**src/rtl/lcd_fill_pkg.sv**
```systemverilog
// Shared constants, state encoding and word-packing helper for the LCD fill engine.
package lcd_fill_pkg;

  localparam logic [7:0] LCD_CMD_CASET = 8'h2A;
  localparam logic [7:0] LCD_CMD_RASET = 8'h2B;
  localparam logic [7:0] LCD_CMD_RAMWR = 8'h2C;

  localparam int   LCD_DC_BIT  = 8;
  localparam logic LCD_DC_CMD  = 1'b0;
  localparam logic LCD_DC_DATA = 1'b1;

  localparam int LCD_SETUP_LAST = 10;

  typedef enum logic [2:0] {
    ST_IDLE,
    ST_SETUP,
    ST_PIX_HI,
    ST_PIX_LO,
    ST_FINISH
  } fill_state_e;

  function automatic logic [8:0] lcd_word(input logic dc, input logic [7:0] b);
    logic [8:0] w;
    w             = '0;
    w[LCD_DC_BIT] = dc;
    w[7:0]        = b;
    return w;
  endfunction

endpackage

```
**src/rtl/lcd_setup_rom.sv**
```systemverilog
// Combinational table of the 11-word address-window setup sequence (CASET, RASET, RAMWR).
module lcd_setup_rom
  import lcd_fill_pkg::*;
#(
  parameter int H_RES = 240,
  parameter int V_RES = 240
) (
  input  logic [3:0] idx_i,
  output logic [8:0] word_o
);

  localparam logic [15:0] H_LAST = 16'(H_RES - 1);
  localparam logic [15:0] V_LAST = 16'(V_RES - 1);

  always_comb begin
    // NOTE: default first so every path assigns word_o and no latch is inferred.
    word_o = '0;
    case (idx_i)
      4'd0:       word_o = lcd_word(LCD_DC_CMD, LCD_CMD_CASET);
      4'd1, 4'd2: word_o = lcd_word(LCD_DC_DATA, 8'h00);
      4'd3:       word_o = lcd_word(LCD_DC_DATA, H_LAST[15:8]);
      4'd4:       word_o = lcd_word(LCD_DC_DATA, H_LAST[7:0]);
      4'd5:       word_o = lcd_word(LCD_DC_CMD, LCD_CMD_RASET);
      4'd6, 4'd7: word_o = lcd_word(LCD_DC_DATA, 8'h00);
      4'd8:       word_o = lcd_word(LCD_DC_DATA, V_LAST[15:8]);
      4'd9:       word_o = lcd_word(LCD_DC_DATA, V_LAST[7:0]);
      4'd10:      word_o = lcd_word(LCD_DC_CMD, LCD_CMD_RAMWR);
      default:    word_o = '0;
    endcase
  end

endmodule

```
**src/rtl/lcd_fill_engine.sv**
```systemverilog
// Full-screen single-colour fill: address window setup then H_RES*V_RES RGB565 pixels.
// Optional frame border when LCD_FILL_BORDER_EN is defined.
module lcd_fill_engine
  import lcd_fill_pkg::*;
#(
  parameter int          H_RES       = 240,
  parameter int          V_RES       = 240,
  parameter logic [15:0] CLEAR_COLOR = 16'h0000
`ifdef LCD_FILL_BORDER_EN
  ,
  parameter logic [15:0] BORDER_COLOR = 16'hFFFF
`endif
) (
  input  logic        clk,
  input  logic        rstn,
  input  logic        start,
  input  logic        clear,
  input  logic [15:0] color,
  output logic [8:0]  tx_data,
  output logic        tx_valid,
  input  logic        tx_ready,
  output logic        busy,
  output logic        done
);

  localparam int XW = (H_RES > 1) ? $clog2(H_RES) : 1;
  localparam int YW = (V_RES > 1) ? $clog2(V_RES) : 1;
  localparam logic [XW-1:0] X_LAST = XW'(H_RES - 1);
  localparam logic [YW-1:0] Y_LAST = YW'(V_RES - 1);

  fill_state_e   state_q;
  logic [15:0]   color_q;
  logic [XW-1:0] x_q;
  logic [YW-1:0] y_q;
  logic [3:0]    setup_idx_q;
  logic [8:0]    tx_data_q;
  logic          tx_valid_q;
  logic          busy_q;
  logic          done_q;
`ifdef LCD_FILL_BORDER_EN
  logic          clear_q;
`endif

  logic          fire;
  logic [3:0]    rom_idx;
  logic [8:0]    rom_word;
  logic          x_wrap;
  logic          last_pix;
  logic [XW-1:0] x_nxt;
  logic [YW-1:0] y_nxt;
  logic [15:0]   pix_cur;
  logic [15:0]   pix_nxt;

  assign fire     = tx_valid_q && tx_ready;
  // Registered data always holds the word on offer, so the ROM looks one entry ahead.
  assign rom_idx  = (state_q == ST_IDLE) ? 4'd0 : setup_idx_q + 4'd1;
  assign x_wrap   = (x_q == X_LAST);
  assign last_pix = x_wrap && (y_q == Y_LAST);
  assign x_nxt    = x_wrap ? '0 : x_q + XW'(1);
  assign y_nxt    = x_wrap ? y_q + YW'(1) : y_q;

  lcd_setup_rom #(
    .H_RES (H_RES),
    .V_RES (V_RES)
  ) u_setup_rom (
    .idx_i  (rom_idx),
    .word_o (rom_word)
  );

`ifdef LCD_FILL_BORDER_EN
  function automatic logic [15:0] pixel_color(input logic [XW-1:0] x, input logic [YW-1:0] y);
    if (!clear_q && (x == '0 || x == X_LAST || y == '0 || y == Y_LAST)) return BORDER_COLOR;
    return color_q;
  endfunction

  assign pix_cur = pixel_color(x_q, y_q);
  assign pix_nxt = pixel_color(x_nxt, y_nxt);
`else
  assign pix_cur = color_q;
  assign pix_nxt = color_q;
`endif

  always_ff @(posedge clk) begin
    if (!rstn) begin
      state_q     <= ST_IDLE;
      color_q     <= '0;
      x_q         <= '0;
      y_q         <= '0;
      setup_idx_q <= '0;
      tx_data_q   <= '0;
      tx_valid_q  <= 1'b0;
      busy_q      <= 1'b0;
      done_q      <= 1'b0;
`ifdef LCD_FILL_BORDER_EN
      clear_q     <= 1'b0;
`endif
    end else begin
      // NOTE: non-blocking assignments throughout; done is a pulse that defaults low.
      done_q <= 1'b0;
      case (state_q)
        ST_IDLE: begin
          if (start) begin
            color_q     <= clear ? CLEAR_COLOR : color;
`ifdef LCD_FILL_BORDER_EN
            clear_q     <= clear;
`endif
            setup_idx_q <= '0;
            x_q         <= '0;
            y_q         <= '0;
            tx_data_q   <= rom_word;
            tx_valid_q  <= 1'b1;
            busy_q      <= 1'b1;
            state_q     <= ST_SETUP;
          end
        end
        ST_SETUP: begin
          if (fire) begin
            if (setup_idx_q == 4'(LCD_SETUP_LAST)) begin
              tx_data_q <= lcd_word(LCD_DC_DATA, pix_cur[15:8]);
              state_q   <= ST_PIX_HI;
            end else begin
              setup_idx_q <= setup_idx_q + 4'd1;
              tx_data_q   <= rom_word;
            end
          end
        end
        ST_PIX_HI: begin
          if (fire) begin
            tx_data_q <= lcd_word(LCD_DC_DATA, pix_cur[7:0]);
            state_q   <= ST_PIX_LO;
          end
        end
        ST_PIX_LO: begin
          if (fire) begin
            if (last_pix) begin
              tx_valid_q <= 1'b0;
              done_q     <= 1'b1;
              state_q    <= ST_FINISH;
            end else begin
              x_q       <= x_nxt;
              y_q       <= y_nxt;
              tx_data_q <= lcd_word(LCD_DC_DATA, pix_nxt[15:8]);
              state_q   <= ST_PIX_HI;
            end
          end
        end
        ST_FINISH: begin
          busy_q  <= 1'b0;
          state_q <= ST_IDLE;
        end
        default: state_q <= ST_IDLE;
      endcase
    end
  end

  assign tx_data  = tx_data_q;
  assign tx_valid = tx_valid_q;
  assign busy     = busy_q;
  assign done     = done_q;

endmodule

```
**config.mk**
```make
export PLATFORM = sky130hd
export DESIGN_NAME = lcd_fill_engine
export DESIGN_NICKNAME = d
export VERILOG_FILES = /design/src/rtl/lcd_fill_pkg.sv /design/src/rtl/lcd_setup_rom.sv /design/src/rtl/lcd_fill_engine.sv
export SDC_FILE = /design/constraint.sdc
export NUM_CORES = 1
export LEC_CHECK = 0
export BUFFER_PORTS_ARGS = -buffer_cell sky130_fd_sc_hd__buf_4
export CAP_MARGIN = 20
export CORE_ASPECT_RATIO = 1.25
export CORE_UTILIZATION = 58
export CTS_CLUSTER_DIAMETER = 150
export DETAILED_ROUTE_END_ITERATION = 8
export PLACE_DENSITY = 0.79
export RECOVER_POWER = 100
export SYNTH_ARGS = -nofsm -noshare
export SYNTH_HDL_FRONTEND = slang
export SYNTH_HIERARCHICAL = 1
export SYNTH_SLANG_ARGS = --single-unit
```
**constraint.sdc**
```tcl
create_clock -name clk -period 2.4 [get_ports clk]
set_input_delay 0.12 -clock clk [delete_from_list [all_inputs] [get_ports clk]]
set_output_delay 0.12 -clock clk [all_outputs]
set_load 0.01 [all_outputs]
```
==> impl_results.md, run 1 <==
* Req. time, crit path at 2580 ps
* Reg2reg path depth at 9
* Drt pass-1 iters at 6
* Fin crit period at 2210 ps
* Share of layout cells above drive strength 1 at 14.4%
* GR Util met3 at 3.14%
* Status: finished clean
* Worst hold-check path type: in2reg
* Number of global-route vias before repair at 2,337
* Area delta synth->final at 9.02%
* Yosys warning total at 6
* Wirelength per Cell at 15.1 um
* Clk_lat worst skew at 300 ps
* Cells after Synth at 326
* Routability congestion estimate at 0.820
* Routed Antenna Nets at 0
* CP arrival at 2390 ps
* Wirelength, routed at 6110 um
* Post-CTS Hold Buffers at 0
* CTS Sinks at 51
* Worst Min Path Start: start
* Vias per Instance at 5.92
* Die area at 5090 um^2
* Hold worst-path end: busy$_SDFFE_PN0P_
* Post-CTS Resized at 0
* Fin. Hold Viols at 0
* DRC at 0
* Area of the mapped netlist at 2790 um^2
* Commonest non-fill, non-tap cell in the layout: dfxtp_1
* Starting density of the core at 62.0%
* Slew HR at 56.2%
* Clock transition at path regs at 90 ps
* Worst slew pin tran at 657 ps
* Hold path cells at 3
* Slew Viols, Final at 0
* Top FF cell, synth: dfxtp_1
* DR vias at 2,399
* Number of diodes at 0
* Synth Register Bits at 51
* Setup TNS at 0 ps
* Lkg Pwr at 1.10 nW
* Iteration-0 DRC Markers at 128
* GR Util All Layers at 25.8%
* # Post-CTS Setup Buffers at 0
* Util after Layout at 67.6%
* Critical path capture point type: flip-flop
* Crit-path max FO at 5
* Number of flops mapped to enable cells by yosys at 0
* Largest net degree at the start of global routing at 54
* Yosys cell types at 55
* First-pass GRT wire length at 10,400 um
* H-tree depth at 2
* Setup Viol. Count Final at 0
* GRT overflow at 0
* Initial antenna violation count at 0
* Reg2reg setup slack at 190 ps
* Final clock skew at 4.65 ps
* Final #Nets at 374
* Dpl hpwl at 4430 um
* Clock Tree Root: clkbuf_8
* Number of port buffers at 32
* Core area at 4490 um^2
* Post-Syn Area per Cell at 8.55 um^2
* Core Rows at 27
* Startpoint Class: flip-flop
* Sequential fraction of the synthesis area at 36.6%
* Setup CP Type: reg2reg
* Fin crit share at 92.0%
* Placed cell count at 397
* CTS Buf Count at 5
* Worst r2r src: setup_idx_q[0]$_SDFFE_PN0P_
* Top Ports at 33
* Final std cells w/o fill at 405
* Met2 Usage GRT at 47.7%
* Maximum VDD drop at 0.342 mV
* Commonest cells after routing, fill and taps aside: dfxtp_1, a21oi_1, o21ai_0
* Die span in y at 79.5 um
* Die Wd at 64.0 um
* Syn_nets at 354
* Peak Freq at 0.453 GHz
* CTS tree: done
* RSZ-0062 raised after global routing: false
* MaxCap Viol Count at 0
* Power Density at 524 nW/um^2
* CTS max path bufs at 2
* M1 GR Usage at 28.9%
* Reg2reg end: tx_data[3]$_SDFFE_PN0P_
* Post-synth ARST share at 0%
* Global routing's busiest layer: met2
-- worst max-delay path: stages (launching register included) --
cell	delay, ps
dfxtp_1	420
inv_1	70
ha_1	320
nor2_1	170
inv_1	100
ha_1	290
mux2i_1	120
o21ai_0	120
a222oi_1	340
a21oi_1	120
-- Yosys cell counts, types with 3 or more instances --
cell type	instances	area share, %
a21boi_0	3	0.81
a21boi_1	4	1.1
a21oi_1	32	5.7
a222oi_1	8	2.9
a31oi_1	6	1.3
and3_1	5	1.1
buf_2	6	1.1
buf_4	5	1.3
clkbuf_1	12	1.6
dfxtp_1	51	37
ha_1	7	3.1
inv_1	6	0.81
mux2i_1	4	1.4
nand2_1	23	3.1
nand3_1	11	2.0
nand3b_1	4	1.1
nor2_1	18	2.4
nor2b_1	21	4.7
nor3_1	4	0.72
nor3b_1	17	4.6
o21a_1	3	0.81
o21ai_0	27	4.8
o22ai_1	4	0.90
-- metal layers --
layer | vias to the layer above | part of all wire (%)
met5 | - | 0
li1 | 1227 | -
met4 | 0 | 2.0
met2 | 40 | 53
met1 | 1121 | 42
met3 | 11 | 2.3
-- registers in the layout (all words and copies together) (netlist names) --
register	count
busy	1
color_q	16
done	1
setup_idx_q	4
state_q	3
tx_data	9
tx_valid	1
x_q	8
y_q	8
-- kinds of logic (layout without fill, tap and decap cells) --
family | Yosys count | after routing | synth area share [%]
AO/OA/AOI/OAI | 100 | 100 | 23.5
XOR/XNOR | 2 | 2 | 0.628
adder cells (fa/ha/maj) | 7 | 7 | 3.14
buffers and inverters | 32 | 53 | 5.52
flip-flops | 51 | 51 | 36.6
multiplexers | 5 | 5 | 1.84
other | 1 | 1 | 0.135
AND/OR/NAND/NOR | 128 | 128 | 28.6
-- area by class of cell --
type | count | area [um^2]
multi-input cells | 243 | 1600
fillers | 403 | 1450
flip-flops and latches | 51 | 1020
repair buffers | 39 | 239
well taps | 58 | 72.6
clock buffers | 5 | 68.8
inverters | 6 | 22.5
clock inverters | 3 | 15.0
-- worst max path at each step --
stage,start,end,cells after the start
after global placement,setup_idx_q[0]$_SDFFE_PN0P_,tx_data[5]$_SDFFE_PN0P_,9
after floorplan,setup_idx_q[0]$_SDFFE_PN0P_,tx_data[5]$_SDFFE_PN0P_,10
after detailed placement,setup_idx_q[0]$_SDFFE_PN0P_,tx_data[3]$_SDFFE_PN0P_,9
final,setup_idx_q[0]$_SDFFE_PN0P_,tx_data[3]$_SDFFE_PN0P_,9
after CTS,setup_idx_q[0]$_SDFFE_PN0P_,tx_data[3]$_SDFFE_PN0P_,9
after global routing,setup_idx_q[0]$_SDFFE_PN0P_,tx_data[3]$_SDFFE_PN0P_,9
-- power breakdown --
part	internal (W)	leakage [nW]	total, W	switching, W
Combinational	0.0000893	0.636	0.000209	0.000120
Clock	0.000200	0.0477	0.000487	0.000287
Sequential	0.000875	0.415	0.000897	0.0000217
Total	0.00117	1.10	0.00159	0.000428
-- through the flow --
| stage | hold slack, ps | setup WS (ps) | area (um^2) | total power (W) |
|---|---|---|---|---|
| floorplan | 276 | 321 | 2790 | 0.00106 |
| global placement | 431 | 330 | 3020 | 0.00114 |
| detailed placement | 449 | 234 | 3020 | 0.00114 |
| CTS | 131 | 225 | 3110 | 0.00162 |
| global route | 151 | 87.3 | 3040 | 0.00167 |
| finish | 122 | 193 | 3040 | 0.00159 |
Note: power is estimated with default switching activity, not from simulation.
==> inputs of run 2 (changes only) <==
--- a/config.mk
+++ b/config.mk
@@ -5,6 +5,7 @@
 export SDC_FILE = /design/constraint.sdc
 export NUM_CORES = 1
 export LEC_CHECK = 0
+export ABC_AREA = 1
 export BUFFER_PORTS_ARGS = -buffer_cell sky130_fd_sc_hd__buf_4
 export CAP_MARGIN = 20
 export CORE_ASPECT_RATIO = 1.25
==> run 2 against run 1 <==
Hold slack got worse by 28 ps; sequential share of layout area decreased by 1.4 points; synthesized area increased by 5.8%; sequential power increased by 36%; core utilization decreased by 1.5 points; maximum frequency increased by 3.7%; design area increased by 4.4%; power increased by 140%; die area increased by 5.6%; sequential cell count unchanged; cell count increased by 34%; clock power decreased by 0.8%.
==> impl_results.md, run 2 <==
* Hold worst-path end: color_q[7]$_SDFFE_PN0P_
* Fin. Hold Viols at 0
* Fin Hold WS at 94.4 ps
* Slew HR at 57.4%
* Setup Viol. Count Final at 0
* Number of port buffers at 32
* DP Worst Slack at 359 ps
* Yosys cell types at 30
* Reg2reg setup slack at 270 ps
* Core Rows at 28
* Vias per Instance at 5.26
* RSZ-0062 raised after global routing: false
* Top Ports at 33
* Crit-path max FO at 18
* Worst hold-check path type: in2reg
* Commonest non-fill, non-tap cell in the layout: nand2_1
* Final std cells w/o fill at 542
* Die Wd at 65.8 um
* DR vias at 2,853
* Setup TNS at 0 ps
* Core area at 4800 um^2
* Post-synth top cells: nand2_1, nor2_1, dfxtp_1
* Final clock skew at 8.41 ps
* Worst r2r src: state_q[2]$_SDFFE_PN0P_
* GR Util All Layers at 26.9%
* Clk_lat worst skew at 300 ps
* Slew Viols, Final at 0
* Wirelength, routed at 6630 um
* Dpl hpwl at 4750 um
* H-tree depth at 2
* Most frequent CP cell: nand2_1
* Worst slew pin tran at 638 ps
* Synth Register Bits at 51
* Syn_nets at 484
* Post-Syn Area per Cell at 6.47 um^2
* Iteration-0 DRC Markers at 168
* Bufs and invs on worst path at 2
* Initial antenna violation count at 0
* Crit path cell chain: nor2_1, nand2_1, inv_2, clkbuf_2, nand2_1, nand2_1, a21oi_1
* Fin crit share at 88.7%
* Power Density at 1180 nW/um^2
* Clock Tree Root: clkbuf_8
* Post-CTS Hold Buffers at 0
* Share of layout cells above drive strength 1 at 9.13%
* Fin crit period at 2130 ps
* Reg2reg path depth at 7
* Starting density of the core at 61.4%
* Reg2reg end: color_q[9]$_SDFFE_PN0P_
* CTS Buf Count at 5
* Flip-flop count of the largest register after layout at 16
* CTS max path bufs at 2
* Commonest cells after routing, fill and taps aside: nand2_1, nor2_1, dfxtp_1
* Sequential fraction of the synthesis area at 34.6%
* Req. time, crit path at 2580 ps
* Top FF cell, synth: dfxtp_1
* Yosys warning total at 6
* Critical path capture point type: flip-flop
* Clock transition at path regs at 90 ps
* Util after Layout at 66.1%
* Yosys top cell area share at 34.6%
* Wirelength per Cell at 12.2 um
* GRT overflow at 0
* Number of flops mapped to enable cells by yosys at 0
* CP max stage delay at 480 ps
* Largest delay share family, worst path: simple AND/OR/NAND/NOR gates
* Hold path cells at 3
* Most common cell in the netlist: nand2_1
* Routability congestion estimate at 0.880
* Area delta synth->final at 7.64%
* CP arrival at 2310 ps
* Number of global-route vias before repair at 2,649
* Area of the mapped netlist at 2950 um^2
* Placed cell count at 534
* Die span in y at 81.7 um
* Post-synth ARST share at 0%
* Post-CTS Resized at 0
* Routed Antenna Nets at 0
* Cells after Synth at 456
* First-pass GRT wire length at 11,300 um
* CTS tree: done
* # Post-CTS Setup Buffers at 0
* Number of diodes at 0
* MaxCap Viol Count at 0
* Largest net degree at the start of global routing at 28
* Status: finished clean
* Maximum VDD drop at 0.739 mV
* Register area at 1020 um^2
* Final #Nets at 509
* Top cells by area, synth: dfxtp_1, nand2_1, nor2_1
* Top reg by flops: color_q
* Area of the multi-input gates at 1580 um^2
* Yosys top cell by area: dfxtp_1
* Setup CP Type: reg2reg
* Slowest cell on the critical path: nand2_1
* Die area at 5380 um^2
* Lkg Pwr at 1.39 nW
* Fill cells at 478
* Peak Freq at 0.470 GHz
* Worst Min Path Start: color[7]
* Startpoint Class: flip-flop
* Drt pass-1 iters at 4
* Setup ws final at 271 ps
* CTS Sinks at 51
* DRC at 0
==> run 2: kinds of logic (layout without fill, tap and decap cells) <==
group / count (synthesis) / in the layout / share of synthesized area [%]
AND/OR/NAND/NOR: 281 / 281 / 42.9
buffers and inverters: 70 / 96 / 10.6
flip-flops: 51 / 51 / 34.6
AO/OA/AOI/OAI: 44 / 44 / 8.15
adder cells (fa/ha/maj): 7 / 7 / 2.97
XOR/XNOR: 2 / 2 / 0.594
other: 1 / 1 / 0.127
==> run 2: final cells by class <==
cell class                      count  area share [%]
Multi-Input combinational cell    335            49.8
Sequential cell                    51            32.2
Timing Repair Buffer               36            6.90
Inverter                           52            6.15
Tap cell                           60            2.37
Clock buffer                        5            2.17
Clock inverter                      3           0.473
==> run 2: routing by layer <==
metal / track usage, % / vias up / share of wire (%)
met5: 0 / - / 0
met4: 5.65 / 0 / 0.60
met3: 4.44 / 6 / 2.7
met2: 51.8 / 47 / 52
met1: 30.4 / 1288 / 45
li1: - / 1512 / -
==> run 2: worst max path at each step <==
stage | from | end | cells past startpoint
floorplan | state_q[2]$_SDFFE_PN0P_ | tx_data[5]$_SDFFE_PN0P_ | 14
global placement | state_q[2]$_SDFFE_PN0P_ | tx_data[3]$_SDFFE_PN0P_ | 12
detailed placement | state_q[2]$_SDFFE_PN0P_ | tx_data[5]$_SDFFE_PN0P_ | 12
CTS | state_q[2]$_SDFFE_PN0P_ | tx_data[5]$_SDFFE_PN0P_ | 12
global route | state_q[2]$_SDFFE_PN0P_ | color_q[3]$_SDFFE_PN0P_ | 7
finish | state_q[2]$_SDFFE_PN0P_ | color_q[9]$_SDFFE_PN0P_ | 7
==> run 2: through the flow <==
step	total power [W]	area, um^2
2_1_floorplan	0.00298	2950
5_1_grt	0.00417	3170
3_5_place_dp	0.00340	3180
6_report	0.00375	3170
3_3_place_gp	0.00334	3180
4_1_cts	0.00389	3260
==> run 2: tightest hold or removal path: stages <==
cell and delay [ps]:
buf_4 110, nand4_1 80, a21oi_1 60
==> run 2: report_power, final <==
part	total (W)	internal (W)	switching, W
clock	0.000483	0.000200	0.000283
sequential	0.00122	0.00106	0.000159
combinational	0.00205	0.000670	0.00138
==> inputs of run 3 (changes only) <==
--- a/config.mk
+++ b/config.mk
@@ -12,6 +12,7 @@
 export CORE_UTILIZATION = 58
 export CTS_CLUSTER_DIAMETER = 150
 export DETAILED_ROUTE_END_ITERATION = 8
+export GPL_TIMING_DRIVEN = 0
 export PLACE_DENSITY = 0.79
 export RECOVER_POWER = 100
 export SYNTH_ARGS = -nofsm -noshare
==> run 3 against run 2 <==
Sequential share of layout area shrank 0.61 points; maximum frequency down 3.0%; hold slack gained 2.1 ps; global-route usage up 0.90 points; count of clock-buffer cells in the layout rose by 1; register-to-register slack lost 60 ps; clock power increased by 21%; clock skew rose by 0.71 ps; critical endpoint is now tx_data[1]$_SDFFE_PN0P_; largest power group unchanged.
==> impl_results.md, run 3 (same netlist as run 2, synthesis figures left out) <==
* Iteration-0 DRC Markers at 164
* Fin Hold WS at 96.5 ps
* Fin. Hold Viols at 0
* Fin crit share at 91.4%
* Number of global-route vias before repair at 2,615
* Worst Min Path Start: color[15]
* H-tree depth at 2
* CP arrival at 2400 ps
* Util after Layout at 67.6%
* Routed Antenna Nets at 0
* Clk_lat worst skew at 310 ps
* Reg2reg path depth at 9
* Initial antenna violation count at 0
* Register area at 1020 um^2
* Final Cell Area at 3240 um^2
* Starting density of the core at 61.4%
* Lkg Pwr at 1.41 nW
* Worst hold-check path type: in2reg
* Final #Nets at 520
* Dpl hpwl at 5150 um
* Reg2reg end: tx_data[1]$_SDFFE_PN0P_
* Final clock skew at 9.12 ps
* First-pass GRT wire length at 11,400 um
* CTS tree: done
* Total power at 0.00398 W
* Slew Viols, Final at 0
* Clock transition at path regs at 90 ps
* Share of layout cells above drive strength 1 at 9.35%
* DR vias at 2,943
* Combinational share of power at 54.6%
* Setup TNS at 0 ps
* Die Wd at 65.8 um
* Commonest non-fill, non-tap cell in the layout: nand2_1
* Commonest cells after routing, fill and taps aside: nand2_1, nor2_1, dfxtp_1
* GRT overflow at 0
* Die area at 5380 um^2
* Crit-path max FO at 10
* Hold path cells at 3
* Fill cells at 462
* Top Ports at 33
* Seq pwr share at 30.8%
* Slew HR at 39.2%
* Clock Tree Root: clkbuf_8
* Worst r2r src: y_q[0]$_SDFFE_PN0P_
* DRC at 0
* Fin crit period at 2190 ps
* CTS Sinks at 51
* Core area at 4800 um^2
* Die span in y at 81.7 um
* Setup CP Type: reg2reg
* Hold worst-path end: color_q[15]$_SDFFE_PN0P_
* Setup Viol. Count Final at 0
* Core Rows at 28
* Peak Freq at 0.456 GHz
* Req. time, crit path at 2600 ps
* Wirelength, routed at 6900 um
* MaxCap Viol Count at 0
* Switching part of the total power at 46.8%
* Top reg by flops: color_q
* CTS Buf Count at 5
* Psw at 0.00187 W
* Vias per Instance at 5.33
* Area delta synth->final at 9.97%
* Status: finished clean
* Maximum VDD drop at 0.735 mV
* Reg2reg setup slack at 210 ps
* Clock group share of total power at 14.7%
* Drt pass-1 iters at 5
* Worst slew pin tran at 905 ps
* Power Density at 1230 nW/um^2
* Number of port buffers at 30
* Area of the multi-input gates at 1560 um^2
* GR Util All Layers at 27.8%
* Largest net degree at the start of global routing at 15
* Post-CTS Hold Buffers at 0
* CTS max path bufs at 2
* Area after DPL at 3250 um^2
* Routability congestion estimate at 0.932
* Critical path capture point type: flip-flop
* Number of diodes at 0
* RSZ-0062 raised after global routing: false
* Startpoint Class: flip-flop
* Internal power at 0.00212 W
* Flip-flop count of the largest register after layout at 16
* Wirelength per Cell at 12.5 um
[run 3: changes by cell type in the layout (fill, tap and decap cells not counted), moves of 2 or more]
cell      before  now
buf_6          0    2
dfxtp_1       51   49
nand2_1      133  131
clkinv_2       3    0
nand3_1       42   44
nand3_4        2    0
clkbuf_1      13   24
dfxtp_2        0    2
nand2_2        4    6
[run 3: worst max-delay path, stage by stage, from the launching register on]
cell,delay (ps)
dfxtp_1,420
ha_1,230
nand3_1,140
nor2_1,200
nand3_1,320
nand3_1,430
buf_6,210
nand2_1,50
nand2_1,50
nor2_1,40
[run 3: power by group through the flow]
stage / Combinational, W / Sequential [W] / Clock (W)
floorplan: 0.00174 / 0.00124 / 0
detailed placement: 0.00231 / 0.00124 / 0
global placement: 0.00227 / 0.00123 / 0
finish: 0.00217 / 0.00122 / 0.000585
CTS: 0.00234 / 0.00122 / 0.000594
global route: 0.00248 / 0.00125 / 0.000629
[run 3: layout make-up]
cell class                      instances  area share, %
Buffer                                 17           3.12
Clock buffer                            6           2.24
Clock inverter                          1          0.926
Inverter                               52           6.10
Multi-Input combinational cell        335           48.2
Sequential cell                        51           31.6
Tap cell                               60           2.31
Timing Repair Buffer                   30           5.56
[run 3: metal layers]
layer	wire length [um]	GRT usage, %	vias to the layer above	share of wire, %
li1	-	-	1535	-
met1	2990	30.4	1332	43
met2	3560	53.8	64	52
met3	236	4.44	12	3.4
met4	115	8.26	0	1.7
met5	0	0	-	0
[run 3: worst max path at each step]
stage,cells past startpoint,end,slack (ps),startpoint
finish,9,tx_data[1]$_SDFFE_PN0P_,210,y_q[0]$_SDFFE_PN0P_
global route,13,tx_data[5]$_SDFFE_PN0P_,40,state_q[2]$_SDFFE_PN0P_
CTS,14,tx_data[5]$_SDFFE_PN0P_,20,state_q[2]$_SDFFE_PN0P_
detailed placement,14,tx_data[5]$_SDFFE_PN0P_,-70,state_q[2]$_SDFFE_PN0P_
global placement,14,tx_data[5]$_SDFFE_PN0P_,-50,state_q[2]$_SDFFE_PN0P_
floorplan,14,tx_data[5]$_SDFFE_PN0P_,280,state_q[2]$_SDFFE_PN0P_
[run 3: timing repair]
item / in CTS / in global routing
setup buffers: 0 / 0
resized for setup: 2 / 3
setup endpoints to repair: 2 / 7
[run 3: per-stage QoR]
| stage | setup WS, ps | instances |
|---|---|---|
| global placement | -45.6 | 546 |
| global route | 39.9 | 552 |
| floorplan | 276 | 456 |
| finish | 206 | 552 |
| CTS | 23.9 | 553 |
| detailed placement | -71.8 | 546 |
